--- config.mk ---
export PLATFORM = sky130hd
export DESIGN_NAME = pkt_tx
export DESIGN_NICKNAME = d
export VERILOG_FILES = /design/src/rtl/pkt_tx.sv
export SDC_FILE = /design/constraint.sdc
export NUM_CORES = 1
export LEC_CHECK = 0
export ABC_AREA = 1
export BUFFER_PORTS_ARGS = -buffer_cell sky130_fd_sc_hd__buf_2
export CAP_MARGIN = 0
export CORE_ASPECT_RATIO = 0.5
export CORE_UTILIZATION = 48
export CTS_CLUSTER_DIAMETER = 40
export DETAILED_ROUTE_END_ITERATION = 8
export GPL_ROUTABILITY_DRIVEN = 0
export PLACE_DENSITY = 0.74
export SETUP_SLACK_MARGIN = 0.02
export SYNTH_ARGS = -nofsm -noshare
export SYNTH_HDL_FRONTEND = slang
export SYNTH_SLANG_ARGS = --single-unit
--- constraint.sdc ---
create_clock -name clk -period 1.4 [get_ports clk]
set_clock_uncertainty 0.1 [all_clocks]
set_input_delay 0 -clock clk [delete_from_list [all_inputs] [get_ports clk]]
set_output_delay 0 -clock clk [all_outputs]
set_load 0.005 [all_outputs]
--- src/rtl/pkt_tx.sv ---
// Packet transmitter: serialises 8-byte data frames or all-0xFF kill frames over a valid/ready byte stream.
// Define PKT_TX_CHKSUM_EN to fill data-frame byte B6 with the XOR checksum of B1..B5; otherwise B6 is 0x00.
module pkt_tx (
    input  logic        clk,
    input  logic        rst,
    input  logic [7:0]  veh_id,
    input  logic [7:0]  dest_id,
    input  logic [15:0] data,
    input  logic        data_valid,
    output logic        data_ready,
    input  logic        kill_req,
    output logic [7:0]  tx_frame,
    output logic        tx_valid,
    input  logic        tx_ready,
    output logic        busy
);

    typedef enum logic {
        IDLE,
        SEND
    } state_t;

    localparam logic [7:0] SOF_BYTE  = 8'h96;
    localparam logic [7:0] TYPE_BYTE = 8'h0F;
    localparam logic [7:0] EOF_BYTE  = 8'h62;
    localparam logic [7:0] KILL_BYTE = 8'hFF;

    state_t      state;
    state_t      state_nx;
    logic [2:0]  idx;
    logic [2:0]  idx_nx;
    logic        kill_pending;
    logic        kill_pending_nx;
    logic        kind_kill;
    logic        kind_kill_nx;
    logic        capture;

    logic [7:0]  dest_r;
    logic [7:0]  veh_r;
    logic [15:0] data_r;
    logic [7:0]  chksum;

    always_ff @(posedge clk or posedge rst) begin
        if (rst) begin
            state        <= IDLE;
            idx          <= '0;
            kill_pending <= 1'b0;
            kind_kill    <= 1'b0;
        end else begin
            state        <= state_nx;
            idx          <= idx_nx;
            kill_pending <= kill_pending_nx;
            kind_kill    <= kind_kill_nx;
        end
    end

    // Frame fields are snapshotted at accept so input changes during SEND cannot leak into the frame.
    always_ff @(posedge clk or posedge rst) begin
        if (rst) begin
            dest_r <= '0;
            veh_r  <= '0;
            data_r <= '0;
        end else if (capture) begin
            dest_r <= dest_id;
            veh_r  <= veh_id;
            data_r <= data;
        end
    end

    always_comb begin
        data_ready = (state == IDLE) && !kill_req && !kill_pending;
    end

    always_comb begin
        state_nx        = state;
        idx_nx          = idx;
        kill_pending_nx = kill_pending;
        kind_kill_nx    = kind_kill;
        capture         = 1'b0;
        case (state)
            IDLE: begin
                if (kill_req || kill_pending) begin
                    state_nx        = SEND;
                    idx_nx          = '0;
                    kind_kill_nx    = 1'b1;
                    kill_pending_nx = 1'b0;
                end else if (data_valid && data_ready) begin
                    state_nx     = SEND;
                    idx_nx       = '0;
                    kind_kill_nx = 1'b0;
                    capture      = 1'b1;
                end
            end
            SEND: begin
                if (kill_req) begin
                    kill_pending_nx = 1'b1;
                end
                if (tx_ready) begin
                    if (idx == 3'd7) begin
                        state_nx = IDLE;
                        idx_nx   = '0;
                    end else begin
                        idx_nx = idx + 3'd1;
                    end
                end
            end
            default: begin
                state_nx = IDLE;
            end
        endcase
    end

`ifdef PKT_TX_CHKSUM_EN
    always_comb begin
        chksum = TYPE_BYTE ^ dest_r ^ veh_r ^ data_r[15:8] ^ data_r[7:0];
    end
`else
    always_comb begin
        chksum = '0;
    end
`endif

    always_comb begin
        tx_valid = (state == SEND);
        busy     = (state == SEND);
        tx_frame = '0;
        if (state == SEND) begin
            if (kind_kill) begin
                tx_frame = KILL_BYTE;
            end else begin
                case (idx)
                    3'd0:    tx_frame = SOF_BYTE;
                    3'd1:    tx_frame = TYPE_BYTE;
                    3'd2:    tx_frame = dest_r;
                    3'd3:    tx_frame = veh_r;
                    3'd4:    tx_frame = data_r[15:8];
                    3'd5:    tx_frame = data_r[7:0];
                    3'd6:    tx_frame = chksum;
                    default: tx_frame = EOF_BYTE;
                endcase
            end
        end
    end

endmodule

==> results of run 1 <==
==> cell type report <==
| type | instances | area [um2] |
|---|---|---|
| multi-input cells | 192 | 1070 |
| flip-flops and latches | 38 | 955 |
| fillers | 235 | 887 |
| repair buffers | 105 | 850 |
| clock buffers | 7 | 76.3 |
| well taps | 54 | 67.6 |
| inverters | 16 | 60.1 |
==> synthesized netlist by cell type (all sizes together) <==
cell / number
nand4: 1
a22oi: 1
nand3: 49
a21oi: 10
nand2: 99
ha: 6
dfrtp: 38
o21ai: 7
inv: 16
nor2: 18
buf: 16
==> kinds of logic after synthesis <==
logic type | Yosys count | share of synthesized area, %
adders and majority gates | 6 | 3.74
DFF | 38 | 47.4
buffers and inverters | 32 | 8.72
AOI/OAI and AO/OA | 18 | 4.80
and+or+nand+nor | 167 | 35.4
==> metrics by stage <==
stage	instance area, um2	std cells	util, %	worst slack (ps)	hold slack [ps]
floorplan	2020	261	-	32.7	44.5
CTS	2910	405	73.5	-351	4.35
global placement	2310	358	58.2	-122	35.6
detailed placement	2310	358	58.2	-140	46.7
finish	3080	412	77.6	-480	-38.9
global route	3080	412	77.6	-563	5.01
==> per-layer routing <==
| metal | track usage [%] | up-vias | part of all wire [%] |
|---|---|---|---|
| li1 | - | 1021 | - |
| met1 | 34.8 | 1054 | 37 |
| met2 | 46.3 | 213 | 44 |
| met3 | 6.35 | 64 | 12 |
| met4 | 8.92 | 0 | 7.3 |
| met5 | 0 | - | 0 |
==> power by group <==
part / internal, mW / switching, mW
registers: 1.21 / 0.112
logic: 0.937 / 1.14
clock network: 0.343 / 0.367
total: 2.49 / 1.62
==> sequential cells by signal (all words and copies together), names as in the netlist <==
name          count
data_r           16
dest_r            8
veh_r             8
idx               3
busy              1
kill_pending      1
kind_kill         1
==> worst max-delay path: stages, from the launching register on <==
cell and delay (ps):
dfrtp_2 450, buf_6 140, ha_4 170, inv_2 70
nor2_4 40, nand2_1 60, nand2_1 80, nor2_1 230
a21oi_2 110, buf_2 140
==> repair_timing <==
action,in CTS,in global routing
buffers inserted,4,6
gates cloned,1,2
setup endpoints to repair,9,42
hold buffers,35,0
resized for setup,25,28
pin swaps,15,24
endpoints found under the hold margin,73,0
==> worst min-delay path by stage <==
stage                   from  depth (start not counted)      endpoint
floorplan           data[10]                          2    data_r[10]
global placement         rst                          3        idx[2]
detailed placement       rst                          3     dest_r[1]
CTS                 kill_req                          5  kill_pending
global route        kill_req                          5  kill_pending
finish              kill_req                          5  kill_pending
==> results_dict.tcl, run 1 <==
set metrics [dict create \
    status "complete, but fails checks" \
    failed_checks "negative hold slack, negative setup slack" \
    wl_per_cell_um 17.9 \
    grt_pass1_wl_mm 8.80 \
    p_leak_nw 1.63 \
    die_height_um 47.7 \
    areaGrowthSynthToFinish_pct 53.2 \
    clk_pin_slew_ps 70 \
    grt_overflow_total 0 \
    tns_ps -3200 \
    rows 16 \
    slew_viol_final 0 \
    p_per_area_nw_per_um2 1340 \
    wirelength_mm 7.38 \
    final.min_clock_period_ps 1880 \
    finalHoldViolations 1 \
    max_cap_viol_count 0 \
    r2r_end "data_r[14]" \
    worst_slack_ps -480 \
    setup_viol 8 \
    tightestPinTransition_ps 483 \
    crit_path_end "tx_frame[6]" \
    fin_nets 401 \
    cts_tree "built" \
    core_area_um2 3960 \
    first_iter_violations 342 \
    clk_latency_ps 280 \
    holdWs_ps -38.9 \
    hp-class "in -> reg" \
    max_freq_mhz 532 \
    timing.rr.start "busy" \
    ir_drop_v 0.000657 \
    dp_hpwl_mm 3.36 \
    htree_levels 2 \
    cts_made_buffers 5 \
    slew_headroom_pct 67.8 \
    detail-route-antenna-nets 0 \
    clock_path_buffers 2 \
    grt_antenna_before_repair 0 \
    synthTopCellsByArea "dfrtp_1 47%, nand2_1 18%, nand3_1 12%" \
    port_buffers 47 \
    synth_top_area_share_pct 47.4 \
    netlist_area_um2 2010 \
    dieArea_um2 4460 \
    crit_type "reg -> out" \
    worst_setup_path_start_kind "register" \
    start_util_pct 50.7 \
    die_x_um 93.5 \
    synth.net_count 304 \
    fin_total_pwr_mw 4.11 \
    first_global_vias 1894 \
    min_period_over_period_pct 134 \
    worstPathMaxFanout 4 \
    yosys_warnings 0 \
    drive_above_1_share_pct 34.4 \
    cp.required_ps 1300 \
    cp-startpoint "idx[1]" \
    final_cell_mix "90 x nand2_1, 46 x buf_2, 39 x nand3_1, 35 x dfrtp_1, 35 x dlygate4sd3_1" \
    remaining_drc_errors 0 \
    critPathArrivalTime_ps 1780 \
    synth_seq_cells 38 \
    clockRootBuffer "clkbuf_8" \
    synth_cell_types 20 \
    vias_per_cell 5.71 \
    synth_area_leader_cell "dfrtp_1" \
    yosysSeqAreaShare_pct 47.4 \
    clkSinkCount 38 \
    first_pass_iters 6 \
    synthCells 261 \
    grt_max_degree 39 \
    cp-end-kind "output port" \
    io_pins 48 \
    reg2reg_depth 4 \
    antenna_cells 0 \
    grt_usage_pct 26.8 \
    vias 2352 \
    post_synth.cell_area_avg_um2 7.69 \
    r2r_slack_ps 0 \
    layout_commonest_cell "nand2_1" \
    rsz0062_at_grt "yes" \
]
Note: power is estimated with default switching activity, not from simulation.
==> run 2: changes to the inputs <==
--- a/config.mk
+++ b/config.mk
@@ -10,10 +10,12 @@
 export CAP_MARGIN = 0
 export CORE_ASPECT_RATIO = 0.5
 export CORE_UTILIZATION = 48
+export CTS_BUF_LIST = sky130_fd_sc_hd__clkbuf_16
 export CTS_CLUSTER_DIAMETER = 40
 export DETAILED_ROUTE_END_ITERATION = 8
 export GPL_ROUTABILITY_DRIVEN = 0
 export PLACE_DENSITY = 0.74
+export RECOVER_POWER = 25
 export SETUP_SLACK_MARGIN = 0.02
 export SYNTH_ARGS = -nofsm -noshare
 export SYNTH_HDL_FRONTEND = slang
==> results_dict.tcl, run 2 (same netlist as run 1, synthesis figures left out) <==
set metrics [dict create \
    clkSinkCount 38 \
    final_cell_mix "81 x nand2_1, 45 x buf_2, 36 x dfrtp_1, 35 x dlygate4sd3_1, 31 x nand3_1" \
    cts_tree "built" \
    first_iter_violations 307 \
    p_leak_nw 1.71 \
    die_x_um 93.5 \
    slew_headroom_pct 62.3 \
    grt_max_degree 39 \
    start_util_pct 50.7 \
    dieArea_um2 4460 \
    worstPathMaxFanout 3 \
    rows 16 \
    first_global_vias 1994 \
    r2r_slack_ps -70 \
    ir_drop_v 0.000790 \
    instances_no_fill 418 \
    cts_made_buffers 5 \
    dp_hpwl_mm 3.36 \
    port_buffers 47 \
    dp.cells 358 \
    die_height_um 47.7 \
    min_period_over_period_pct 140 \
    tightestPinTransition_ps 565 \
    wl_per_cell_um 21.4 \
    failed_checks "negative hold slack, negative setup slack" \
    finalHoldViolations 1 \
    drive_above_1_share_pct 41.2 \
    largest-register "data_r" \
    core_area_um2 3960 \
    final.min_clock_period_ps 1960 \
    detail-route-antenna-nets 0 \
    cp-end-kind "output port" \
    crit_type "reg -> out" \
    antenna_cells 0 \
    post_dp_cell_area_um2 2310 \
    slew_viol_final 0 \
    max_freq_mhz 510 \
    htree_levels 2 \
    clockRootBuffer "clkbuf_16" \
    fillerInstances 190 \
    first_pass_iters 6 \
    finish.instance_area_um2 3350 \
    clk_pin_slew_ps 60 \
    worst_setup_path_start_kind "register" \
    clk_latency_ps 280 \
    vias_per_cell 6.12 \
    wirelength_mm 8.95 \
    remaining_drc_errors 0 \
    max_cap_viol_count 0 \
    p_per_area_nw_per_um2 1390 \
    critPathArrivalTime_ps 1860 \
    reg.largest.list "data_r x16, dest_r x8, veh_r x8" \
    status "complete, but fails checks" \
    largest_reg_flops 16 \
    areaGrowthSynthToFinish_pct 66.8 \
    io_pins 48 \
    worst_slack_ps -561 \
    grt_overflow_total 0 \
    setup_viol 11 \
    grt_pass1_wl_mm 9.43 \
    clock_path_buffers 2 \
    hp-class "in -> reg" \
    fin_nets 407 \
    holdWs_ps -30.6 \
    dp_slack_ps -140 \
    layout_commonest_cell "nand2_1" \
    grt_antenna_before_repair 0 \
    grt_usage_pct 28.7 \
    vias 2558 \
    rsz0062_at_grt "yes" \
    cp.required_ps 1300 \
]
==> run 2: cell types whose count changed in the layout (fill, tap and decap cells not counted), moves of 2 or more <==
cell / delta
nand2_1: -9
nand3_1: -8
nand3_2: +7
nand2_2: +6
clkbuf_16: +5
clkbuf_8: -5
buf_8: +4
nand2_4: +4
buf_12: +2
clkbuf_1: -2
nand2_8: +2
o21ai_1: -2
o21ai_2: +2
==> run 2: power by group <==
| part | switching, mW | internal, mW |
|---|---|---|
| Clock | 0.437 | 0.637 |
| Combinational | 1.30 | 0.945 |
| Sequential | 0.122 | 1.21 |
==> run 2: stage by stage <==
step | util [%] | power [mW] | setup TNS [ps]
after detailed placement | 58.2 | 2.67 | -956
after global placement | 58.2 | 2.65 | -698
after floorplan | - | 2.12 | 0
final | 84.5 | 4.66 | -4120
after CTS | 73.4 | 4.07 | -2640
after global routing | 84.5 | 4.81 | -4940
==> run 2: worst max-delay path, stage by stage, from the launching register on <==
cell     delay (ps)
dfrtp_2         420
inv_2            70
ha_2            190
buf_4           150
nor2_2          150
nand2_1         110
nand2_2          90
nor2_2           60
a21oi_2         180
buf_2           140
==> run 2: path summary, 6_finish.rpt <==
path                                     end    startpoint  cells after the start
worst max-delay path             tx_frame[1]        idx[1]                      9
worst min-delay path            kill_pending      kill_req                      5
worst max register to register        idx[1]  kill_pending                      6
worst min register to register     dest_r[6]     dest_r[6]                      2
max in group asynchronous             idx[1]           rst                      4
min in group asynchronous             idx[0]           rst                      4
==> run 2: cell type report <==
class	instances	area, um2	area share (%)
clock buffer	5	125	3.74
sequential	38	953	28.5
tap	54	67.6	2.02
inverter	16	62.6	1.87
multi-input combinational	195	1230	36.6
clock inverter	2	7.51	0.224
timing repair buffer	108	906	27.0
==> run 2: repair_timing <==
action	CTS	global route
setup buffers	3	9
setup endpoints to repair	8	34
pin swaps	13	25
cloned	0	6
endpoints found under the hold margin	73	0
hold buffers	35	0
gates resized for setup	25	67
==> run 2: routing by layer <==
metal | track usage, % | up-vias | part of all wire, %
li1 | - | 1044 | -
met1 | 35.9 | 1160 | 36
met2 | 50.0 | 272 | 45
met3 | 6.67 | 82 | 13
met4 | 13.2 | 0 | 6.4
met5 | 0 | - | 0
